===== src/rtl/add_pkg.sv =====
// Shared constants and helpers for the pipelined add/subtract unit.
package add_pkg;

  localparam logic OP_ADD = 1'b0;
  localparam logic OP_SUB = 1'b1;

  function automatic int slice_width(input int width, input int stages);
    return width / stages;
  endfunction

endpackage


===== src/rtl/add_slice.sv =====
// One registered pipeline slice: adds bits [IDX*SW +: SW] and forwards operands, partial result and carry.
module add_slice #(
  parameter int WIDTH = 32,
  parameter int SW    = 16,
  parameter int IDX   = 0
) (
  input  logic             clk,
  input  logic             reset_n,
  input  logic             load,
  input  logic             valid_in,
  input  logic [WIDTH-1:0] a_in,
  input  logic [WIDTH-1:0] b_in,
  input  logic [WIDTH-1:0] r_in,
  input  logic             carry_in,
  output logic             valid,
  output logic [WIDTH-1:0] a_q,
  output logic [WIDTH-1:0] b_q,
  output logic [WIDTH-1:0] r_q,
  output logic             carry_q
);

  logic [SW:0]      sum;
  logic [WIDTH-1:0] r_next;

  assign sum = {1'b0, a_in[IDX*SW +: SW]} + {1'b0, b_in[IDX*SW +: SW]} + {{SW{1'b0}}, carry_in};

  always_comb begin
    r_next = r_in;
    r_next[IDX*SW +: SW] = sum[SW-1:0];
  end

  always_ff @(posedge clk or negedge reset_n) begin
    if (!reset_n) begin
      valid   <= 1'b0;
      a_q     <= '0;
      b_q     <= '0;
      r_q     <= '0;
      carry_q <= 1'b0;
    end else if (load) begin
      valid   <= valid_in;
      a_q     <= a_in;
      b_q     <= b_in;
      r_q     <= r_next;
      carry_q <= sum[SW];
    end
  end

endmodule


===== src/rtl/addsub_pipe.sv =====
// Pipelined add/subtract unit: carry ripples one slice per clock, valid/ready handshake with backpressure.
module addsub_pipe
  import add_pkg::*;
#(
  parameter int WIDTH  = 32,
  parameter int STAGES = 2
) (
  input  logic             clk,
  input  logic             reset_n,
  input  logic             in_valid,
  output logic             in_ready,
  input  logic [WIDTH-1:0] a,
  input  logic [WIDTH-1:0] b,
  input  logic             op,
  output logic             out_valid,
  input  logic             out_ready,
  output logic [WIDTH-1:0] result,
  output logic             carry_out,
  output logic             overflow,
  output logic             zero
);

  localparam int SW   = slice_width(WIDTH, STAGES);
  localparam int LAST = STAGES - 1;

  logic [STAGES-1:0] v;
  logic [STAGES-1:0] adv;
  logic [STAGES-1:0] c_s;
  logic [WIDTH-1:0]  a_s [STAGES];
  logic [WIDTH-1:0]  b_s [STAGES];
  logic [WIDTH-1:0]  r_s [STAGES];

  // A stage stalls only if it and every stage downstream hold a beat while the consumer refuses.
  always_comb begin
    adv = '0;
    for (int k = 0; k < STAGES; k++) begin
      logic stall;
      stall = !out_ready;
      for (int j = k; j < STAGES; j++) begin
        stall = stall && v[j];
      end
      adv[k] = !stall;
    end
  end

  assign in_ready = adv[0];

  for (genvar k = 0; k < STAGES; k++) begin : g_stage
    logic [WIDTH-1:0] a_i;
    logic [WIDTH-1:0] b_i;
    logic [WIDTH-1:0] r_i;
    logic             c_i;
    logic             v_i;

    if (k == 0) begin : g_first
      // Subtraction is a + ~b + 1, so the inversion and carry-in happen once at entry.
      assign a_i = a;
      assign b_i = (op == OP_SUB) ? ~b : b;
      assign r_i = '0;
      assign c_i = (op == OP_SUB);
      assign v_i = in_valid;
    end else begin : g_next
      assign a_i = a_s[k-1];
      assign b_i = b_s[k-1];
      assign r_i = r_s[k-1];
      assign c_i = c_s[k-1];
      assign v_i = v[k-1];
    end

    add_slice #(
      .WIDTH (WIDTH),
      .SW    (SW),
      .IDX   (k)
    ) u_slice (
      .clk      (clk),
      .reset_n  (reset_n),
      .load     (adv[k]),
      .valid_in (v_i),
      .a_in     (a_i),
      .b_in     (b_i),
      .r_in     (r_i),
      .carry_in (c_i),
      .valid    (v[k]),
      .a_q      (a_s[k]),
      .b_q      (b_s[k]),
      .r_q      (r_s[k]),
      .carry_q  (c_s[k])
    );
  end

  assign out_valid = v[LAST];
  assign result    = r_s[LAST];
  assign carry_out = c_s[LAST];
  assign overflow  = (a_s[LAST][WIDTH-1] == b_s[LAST][WIDTH-1]) &&
                     (r_s[LAST][WIDTH-1] != a_s[LAST][WIDTH-1]);
  assign zero      = ~|r_s[LAST];

endmodule


===== config.mk =====
export PLATFORM = sky130hd
export DESIGN_NAME = addsub_pipe
export DESIGN_NICKNAME = d
export VERILOG_FILES = /design/src/rtl/add_pkg.sv /design/src/rtl/add_slice.sv /design/src/rtl/addsub_pipe.sv
export SDC_FILE = /design/constraint.sdc
export NUM_CORES = 1
export LEC_CHECK = 0
export ABC_AREA = 1
export ABC_CLOCK_PERIOD_IN_PS = 1900
export CAP_MARGIN = 30
export CORE_MARGIN = 4
export CORE_UTILIZATION = 50
export CTS_CLUSTER_DIAMETER = 120
export DETAILED_ROUTE_END_ITERATION = 10
export GPL_ROUTABILITY_DRIVEN = 0
export HOLD_SLACK_MARGIN = 0.08
export PLACE_DENSITY = 0.72
export SKIP_CTS_REPAIR_TIMING = 1
export SLEW_MARGIN = 10
export SYNTH_ARGS = -nofsm -noshare
export SYNTH_HDL_FRONTEND = slang
export SYNTH_HIERARCHICAL = 1
export SYNTH_SLANG_ARGS = --single-unit
export TNS_END_PERCENT = 10

===== constraint.sdc =====
create_clock -name clk -period 1.9 [get_ports clk]
set_clock_uncertainty 0.15 [all_clocks]
set_input_delay 0.19 -clock clk [delete_from_list [all_inputs] [get_ports clk]]
set_output_delay 0.19 -clock clk [all_outputs]
set_load 0.005 [all_outputs]

==> flow_metrics.py, run 1 <==
metrics = {
    "sta": {
        "setup_viol": 7,
        "postLayoutSetupSlackWorst_ns": -0.248,
        "worst_pin_slew_ns": 0.473,
        "period_minus_slack_ns": 2.15,
        "slew_viol_final": 0,
        "grt_setup_unrepaired": "true",
        "hold_viol_final": 0,
        "fin_crit_sh_pct": 113,
        "maxSlewHeadroom_pct": 68.4,
        "fmax_mhz": 466,
    },
    "synthesis": {
        "synthCells": 797,
        "yosysWarnings": 6,
        "syn_area_um2": 5700,
        "syn_avg_cell_area_um2": 7.15,
        "synth_fp_nets": 900,
    },
    "power_and_ir_drop": {
        "ir_drop_v": 0.000728,
        "p_per_area_nw_per_um2": 993,
        "leakage_nw": 3.93,
    },
    "setup_path": {
        "cp-startpoint": "g_stage[0].u_slice/b_q[16]",
        "r2r-end": "g_stage[1].u_slice/r_q[28]",
        "worstPathRequired_ns": 1.98,
        "cp_max_fo": 3,
        "path_class": "reg2reg",
        "r2r_cells": 9,
        "cp-end-kind": "flip-flop",
        "worstSetupStartpointType": "flip-flop",
        "r2r_start": "g_stage[0].u_slice/b_q[16]",
        "r2r_slack_ns": -0.25,
        "cp-endpoint": "g_stage[1].u_slice/r_q[28]",
        "arrival_ns": 2.22,
    },
    "clocking": {
        "clk_transition_reported_paths_ns": 0.06,
        "cts_sinks": 86,
        "cts.path.max_buffers": 2,
        "cts_tree": "yes",
        "cts_htree_levels": 3,
        "cts_root_buf": "clkbuf_16",
        "cts_inserted_buffers": 9,
        "clock_latency_ns": 0.34,
    },
    "route": {
        "drt-total-wl_um": 14600,
        "viasPerCell": 5.00,
        "detail_route.drc_violations": 0,
        "ant_nets": 0,
        "num_vias": 5290,
        "wire_per_inst_um": 13.8,
        "drt_iter0_markers": 371,
        "dr.pass1.iters": 5,
    },
    "finish": {
        "nFillCells": 963,
        "drive_gt1_share_pct": 13.9,
        "fin_nets": 1017,
        "fin_util_pct": 68.0,
        "area_growth_pct": 31.0,
        "antennaDiodeCount": 0,
    },
    "global_routing": {
        "grt_pass1_vias": 5179,
        "top_usage_layer": "met2",
        "grt_pass1_wl_um": 23900,
        "met1_usage_pct": 29.6,
        "antenna_found_initial": 0,
        "met2_usage_pct": 37.6,
        "grt_max_degree": 87,
        "grt.met3_usage_pct": 5.05,
        "grt_usage_pct": 22.6,
        "overflow": 0,
    },
    "run_status": {
        "outcome": "finished, violations left",
        "violations": "setup timing",
    },
    "placement": {
        "dp_hpwl_um": 10800,
        "portBuffers": 105,
        "dpl_worst_slack_ns": -0.548,
    },
    "floorplanning": {
        "die-area_um2": 13200,
        "pin_count": 106,
        "die_x_um": 115,
        "die_y_um": 115,
        "core_um2": 11000,
        "fp-row-count": 38,
        "floorplan.initialDensity_pct": 51.9,
    },
    "job": {
        "drv_cap": 0,
    },
    "min_path": {
        "hold_class": "in2reg",
    },
}
state kept, by name, summed over array words and instances (netlist names):
| name | count |
|---|---|
| g_stage.u_slice/carry_q | 2 |
| g_stage.u_slice/a_q | 17 |
| g_stage.u_slice/r_q | 48 |
| g_stage.u_slice/b_q | 17 |
| g_stage.u_slice/valid | 2 |
cell usage in the layout (no fill, tap or decap), types with 22 or more instances in the layout:
cell type	instances
buf_4	28
clkdlybuf4s50_1	99
dfrtp_1	86
ha_1	26
inv_1	65
nand2_1	361
nand2_2	24
nand3_1	22
nor2_1	46
xor2_1	31
critical path, cell delays in order, from the launching register on:
cell	delay, ns
dfrtp_1	0.41
fa_2	0.42
fa_2	0.38
nand2_2	0.08
nand2_2	0.09
and2_4	0.18
nand3_4	0.08
nand4_1	0.09
nand3_1	0.11
nand2_1	0.05
power breakdown:
| group | switching [W] | internal, W | total [W] |
|---|---|---|---|
| combinational | 0.00152 | 0.00144 | 0.00297 |
| sequential | 0.000356 | 0.00229 | 0.00265 |
| clock | 0.000687 | 0.00112 | 0.00180 |
| total | 0.00257 | 0.00485 | 0.00742 |
layout make-up:
cell class | instances | area (um2) | area share [%]
inverter | 76 | 285 | 3.82
timing repair buffer | 137 | 1340 | 17.9
clock buffer | 12 | 267 | 3.57
multi-input combinational | 604 | 3210 | 43.0
sequential | 86 | 2150 | 28.8
clock inverter | 3 | 42.5 | 0.570
tap | 140 | 175 | 2.35
routing by layer:
layer,routed length [um],vias to the layer above
li1,-,2660
met1,6340,2436
met2,7090,176
met3,880,18
met4,255,0
met5,0,-
metrics by stage:
stage | TNS, ns | cells | instance area, um2 | power (W) | hold WS (ns)
after floorplan | -2.31 | 797 | 5700 | 0.00418 | -0.256
final | -1.34 | 1058 | 7470 | 0.00742 | 0.161
after detailed placement | -7.49 | 1039 | 6980 | 0.00549 | 0.114
after CTS | -3.58 | 1054 | 7290 | 0.00734 | -0.245
after global placement | -6.36 | 1039 | 6980 | 0.00540 | 0.108
after global routing | -2.26 | 1058 | 7470 | 0.00796 | 0.181
worst min-delay path by stage:
| stage | end | cells after the start | slack, ns | startpoint |
|---|---|---|---|---|
| after floorplan | g_stage[0].u_slice/a_q[16] | 0 | -0.26 | reset_n |
| final | g_stage[0].u_slice/r_q[0] | 4 | 0.16 | a[0] |
| after global placement | g_stage[1].u_slice/r_q[16] | 2 | 0.11 | reset_n |
| after global routing | g_stage[0].u_slice/r_q[0] | 4 | 0.18 | a[0] |
| after detailed placement | g_stage[0].u_slice/a_q[17] | 2 | 0.11 | reset_n |
| after CTS | g_stage[0].u_slice/a_q[17] | 2 | -0.25 | reset_n |
Power figures use the tool's default switching activity.
==> run 2: changes to the inputs <==
CORE_UTILIZATION = 30   (was 50)
PLACE_DENSITY = 0.46   (was 0.72)
==> run 2 against run 1 <==
Against the previous run:
- the flow still finishes with violations (setup timing)
- sequential power hardly changed
- largest cell class unchanged
- cell area rose by 2.2%
- final cell count increased by 10%
- count of clock-buffer cells in the layout fell by 2
- maximum frequency up 2.2%
- largest power group unchanged
==> flow_metrics.py, run 2 (same netlist as run 1, synthesis figures left out) <==
metrics = {
    "route": {
        "ant_nets": 0,
        "wire_per_inst_um": 12.9,
        "detail_route.drc_violations": 0,
        "viasPerCell": 4.27,
        "drt-total-wl_um": 15000,
        "drt_iter0_markers": 218,
        "num_vias": 4984,
        "dr.pass1.iters": 5,
    },
    "global_routing": {
        "grt_pass1_wl_um": 25100,
        "antenna_found_initial": 0,
        "grt_max_degree": 52,
        "grt_pass1_vias": 4956,
        "grt_usage_pct": 14.5,
        "overflow": 0,
    },
    "sta": {
        "slew_viol_final": 0,
        "fmax_mhz": 476,
        "setup_viol": 15,
        "maxSlewHeadroom_pct": 73.5,
        "hold_viol_final": 0,
        "postLayoutSetupSlackWorst_ns": -0.201,
        "grt_setup_unrepaired": "true",
        "holdWs_ns": 0.201,
        "worst_pin_slew_ns": 0.398,
        "period_minus_slack_ns": 2.10,
        "fin_crit_sh_pct": 111,
    },
    "setup_path": {
        "cp_slowest_stage_delay_ns": 0.42,
        "cp-end-kind": "flip-flop",
        "path_class": "reg2reg",
        "crit_chain": "fa_2, fa_2, nand2_2, nand2_2, and2_4, nand3_2, nand3_2, nand2_1, nand3_1, nand2_1",
        "r2r_cells": 10,
        "worstPathRequired_ns": 2.04,
        "critPathSlowestCell": "fa_2",
        "cp_max_fo": 3,
        "arrival_ns": 2.24,
        "worstSetupStartpointType": "flip-flop",
        "cp-startpoint": "g_stage[0].u_slice/b_q[16]",
        "r2r_start": "g_stage[0].u_slice/b_q[16]",
    },
    "power_and_ir_drop": {
        "p_per_area_nw_per_um2": 976,
        "switching_power_w": 0.00263,
        "p_seq_share_pct": 35.2,
        "internal-power_w": 0.00482,
        "leakage_nw": 3.94,
        "power_frac_comb_pct": 40.5,
        "ir_drop_v": 0.000349,
        "switching_share_pct": 35.3,
        "p_clk_share_pct": 24.3,
    },
    "floorplanning": {
        "floorplan.initialDensity_pct": 30.5,
        "die_y_um": 146,
        "core_um2": 18700,
        "die-area_um2": 21300,
        "fp-row-count": 50,
        "die_x_um": 146,
        "pin_count": 106,
    },
    "finish": {
        "fin_util_pct": 40.8,
        "design_area_um2": 7630,
        "antennaDiodeCount": 0,
        "register_area_um2": 2150,
        "multi_input_area_um2": 3140,
        "drive_gt1_share_pct": 14.0,
        "largest_reg_flops": 48,
        "layout_common_cells": "363 x nand2_1, 102 x clkdlybuf4s50_1, 86 x dfrtp_1",
        "top_register": "g_stage.u_slice/r_q",
        "area_growth_pct": 33.9,
        "reg.largest.list": "g_stage.u_slice/r_q: 48 flops, g_stage.u_slice/a_q: 17 flops, g_stage.u_slice/b_q: 17 flops",
        "fin_nets": 1031,
        "nFillCells": 1963,
        "final_common_cell": "nand2_1",
    },
    "clocking": {
        "cts.path.max_buffers": 2,
        "cts_htree_levels": 3,
        "cts_inserted_buffers": 9,
        "clk_transition_reported_paths_ns": 0.07,
        "cts_root_buf": "clkbuf_16",
        "cts_tree": "yes",
        "cts_sinks": 86,
        "clock_latency_ns": 0.35,
    },
    "min_path": {
        "hold_class": "in2async",
    },
    "job": {
        "drv_cap": 0,
    },
    "placement": {
        "dp_hpwl_um": 11800,
        "place_area_um2": 7230,
        "portBuffers": 105,
    },
    "run_status": {
        "outcome": "finished, violations left",
        "violations": "setup timing",
    },
}
run 2: changes by cell type in the layout (fill, tap and decap cells not counted), sizes merged:
cell and delta:
dlygate4sd3 +1, inv +1, clkbuf -2, dlymetal6s2s -3
clkinvlp +1, buf +13, clkdlybuf4s50 +3, clkinv +1
run 2: power by group through the flow:
stage	logic [W]	registers [W]	clock network, W
4_1_cts	0.00301	0.00262	0.00186
3_3_place_gp	0.00299	0.00264	0
5_1_grt	0.00342	0.00269	0.00194
3_5_place_dp	0.00300	0.00265	0
6_report	0.00301	0.00262	0.00181
2_1_floorplan	0.00157	0.00261	0
run 2: worst paths after layout:
| kind | endpoint | slack [ns] |
|---|---|---|
| min | g_stage[1].u_slice/r_q[28] | 0.20 |
| min reg2reg | g_stage[1].u_slice/r_q[9] | 0.32 |
| min in group clk | g_stage[0].u_slice/a_q[24] | 0.23 |
| max | g_stage[1].u_slice/r_q[28] | -0.20 |
| max in group asynchronous | g_stage[1].u_slice/r_q[26] | 0.77 |
| max reg2reg | g_stage[1].u_slice/r_q[28] | -0.20 |
run 2: per-stage QoR:
step                      cells  TNS, ns  setup WS, ns  total power (W)
final                      1167    -1.86        -0.201          0.00745
after global routing       1167    -3.93        -0.323          0.00805
after CTS                  1164    -3.53        -0.341          0.00749
after detailed placement   1148    -7.60        -0.544          0.00565
after global placement     1148    -7.24        -0.530          0.00563
after floorplan             797    -2.31        -0.250          0.00418
run 2: cell type report:
type / instances / share of cell area, %
clock buffers: 10 / 3.00
flip-flops and latches: 86 / 28.2
clock inverters: 6 / 0.934
inverters: 76 / 3.74
multi-input cells: 604 / 41.2
repair buffers: 151 / 19.1
well taps: 234 / 3.84
run 2: layer usage:
layer  GRT usage [%]  vias to the layer above  wire, um
met5               0                        -         0
met4            4.32                        0       196
met3            2.58                       13       619
met2            22.1                       86      6560
met1            20.9                     2196      7660
li1                -                     2689         -
run 2: worst max-delay path, delay by kind of cell (launching register included):
family / cells / cell delay (ns)
DFF: 1 / 0.40
and+or+nand+nor: 8 / 0.69
adders and majority gates: 2 / 0.80
==> RTL edit (flow settings as in run 1) <==
`WIDTH` is set to 32 in 2 places; all go to 40.
--- a/src/rtl/add_slice.sv
+++ b/src/rtl/add_slice.sv
@@ -2,3 +2,3 @@
 module add_slice #(
-  parameter int WIDTH = 32,
+  parameter int WIDTH = 40,
   parameter int SW    = 16,
--- a/src/rtl/addsub_pipe.sv
+++ b/src/rtl/addsub_pipe.sv
@@ -4,3 +4,3 @@
 #(
-  parameter int WIDTH  = 32,
+  parameter int WIDTH  = 40,
   parameter int STAGES = 2
Ports: changed (resized a, b and result); port bits go from 106 to 130. No check against the original RTL was run, so the function may have changed too.
==> RTL edit against run 1 <==
Critical path type unchanged. Core utilization decreased by 1.0 points. Largest cell class unchanged. Hold slack better by 40 ps. Combinational power increased by 31%. Synthesized cell count up 23%. Synthesized area is 24% higher. Setup slack better by 21 ps. Count of clock-buffer cells in the layout shrank 3. Wire length grew 19%. Design area is 24% higher. Power is 21% higher. The flow still finishes with violations (setup timing). Sequential power is 25% higher. Critical endpoint is now g_stage[1].u_slice/carry_q. Sequential cell count rose by 20.
==> RTL edit: results (changes against run 1) <==
Run status
  • Result of the run: finished, violations left
  • Failing checks: setup timing

STA
  • Hold slack: 202 ps (+40.2 ps)
  • Final setup slack of the worst path: -227 ps (+20.8 ps)
  • Final setup violation count: 20 (+13)
  • Slew Limit Headroom: 62.6% (-5.8 points)

Finish
  • Fraction of final layout cells sized beyond drive strength 1: 14.7% (+0.73 points)
  • Top Registers: g_stage.u_slice/r_q: 60 flops, g_stage.u_slice/a_q: 21 flops, g_stage.u_slice/b_q: 21 flops

Power and ir drop
  • Seq. pwr: 3310 uW (+25%)
  • Switching power: 3280 uW (+28%)
  • Peak supply drop: 0.493 mV (-32%)
  • Combinational-cell power consumption: 3890 uW (+31%)
  • LEAKAGE: 0.00472 uW (+20%)

Route
  • Final Routed Wirelength: 17.3 mm (+19%)
  • Ratio of routed vias to standard cells: 4.89 (-2.2%)
  • Met3 routed wirelength: 1.10 mm (+25%)
  • Number of DRC violations after detailed-routing iteration 0: 429 (+16%)

Placement
  • Instance area at placement: 8780 um2 (+26%)
  • DP HPWL: 13.3 mm (+23%)
  • Port-buffer cells: 129 (+23%)

Worst setup path
  • FF-to-FF Start: g_stage[0].u_slice/b_q[20]
  • Critical Path Sink: g_stage[1].u_slice/carry_q
  • Number of cells on the worst reg-to-reg path: 10 (+1)

GRT
  • Pin count of the biggest net entering global routing: 107 (+23%)
  • Total global routing track utilization: 22.0% (-0.65 points)
  • Number of global-route vias before repair: 6,039 (+17%)
  • Global-route wire length before repair: 29.1 mm (+22%)

Yosys
  • Nets in the synthesized netlist: 1,106 (+23%)

Hold path
  • Worst min-delay path endpoint: g_stage[0].u_slice/r_q[0]
RTL edit: per-layer routing:
layer	GRT usage, %	up-vias
li1	-	3356
met1	33.2	2903
met2	32.7	179
met3	4.85	10
met4	4.29	0
met5	0	-
RTL edit: cell type report:
type	count	area, um2
Clock buffer	9	225
Sequential cell	106	2650
Timing Repair Buffer	181	1740
Tap cell	180	225
Clock inverter	6	57.6
Multi-Input combinational cell	765	4130
Fill cell	1234	4580
Inverter	71	267
RTL edit: stage by stage:
| step | worst slack, ps | util, % | TNS [ps] | power, uW | instances |
|---|---|---|---|---|---|
| 6_report | -227 | 67.0 | -2300 | 9010 | 1318 |
| 4_1_cts | -402 | 65.3 | -5920 | 8880 | 1312 |
| 2_1_floorplan | -325 | - | -3640 | 5310 | 979 |
| 3_3_place_gp | -565 | 63.3 | -10980 | 6990 | 1297 |
| 3_5_place_dp | -605 | 63.3 | -12100 | 7050 | 1297 |
| 5_1_grt | -289 | 67.0 | -5220 | 9690 | 1318 |
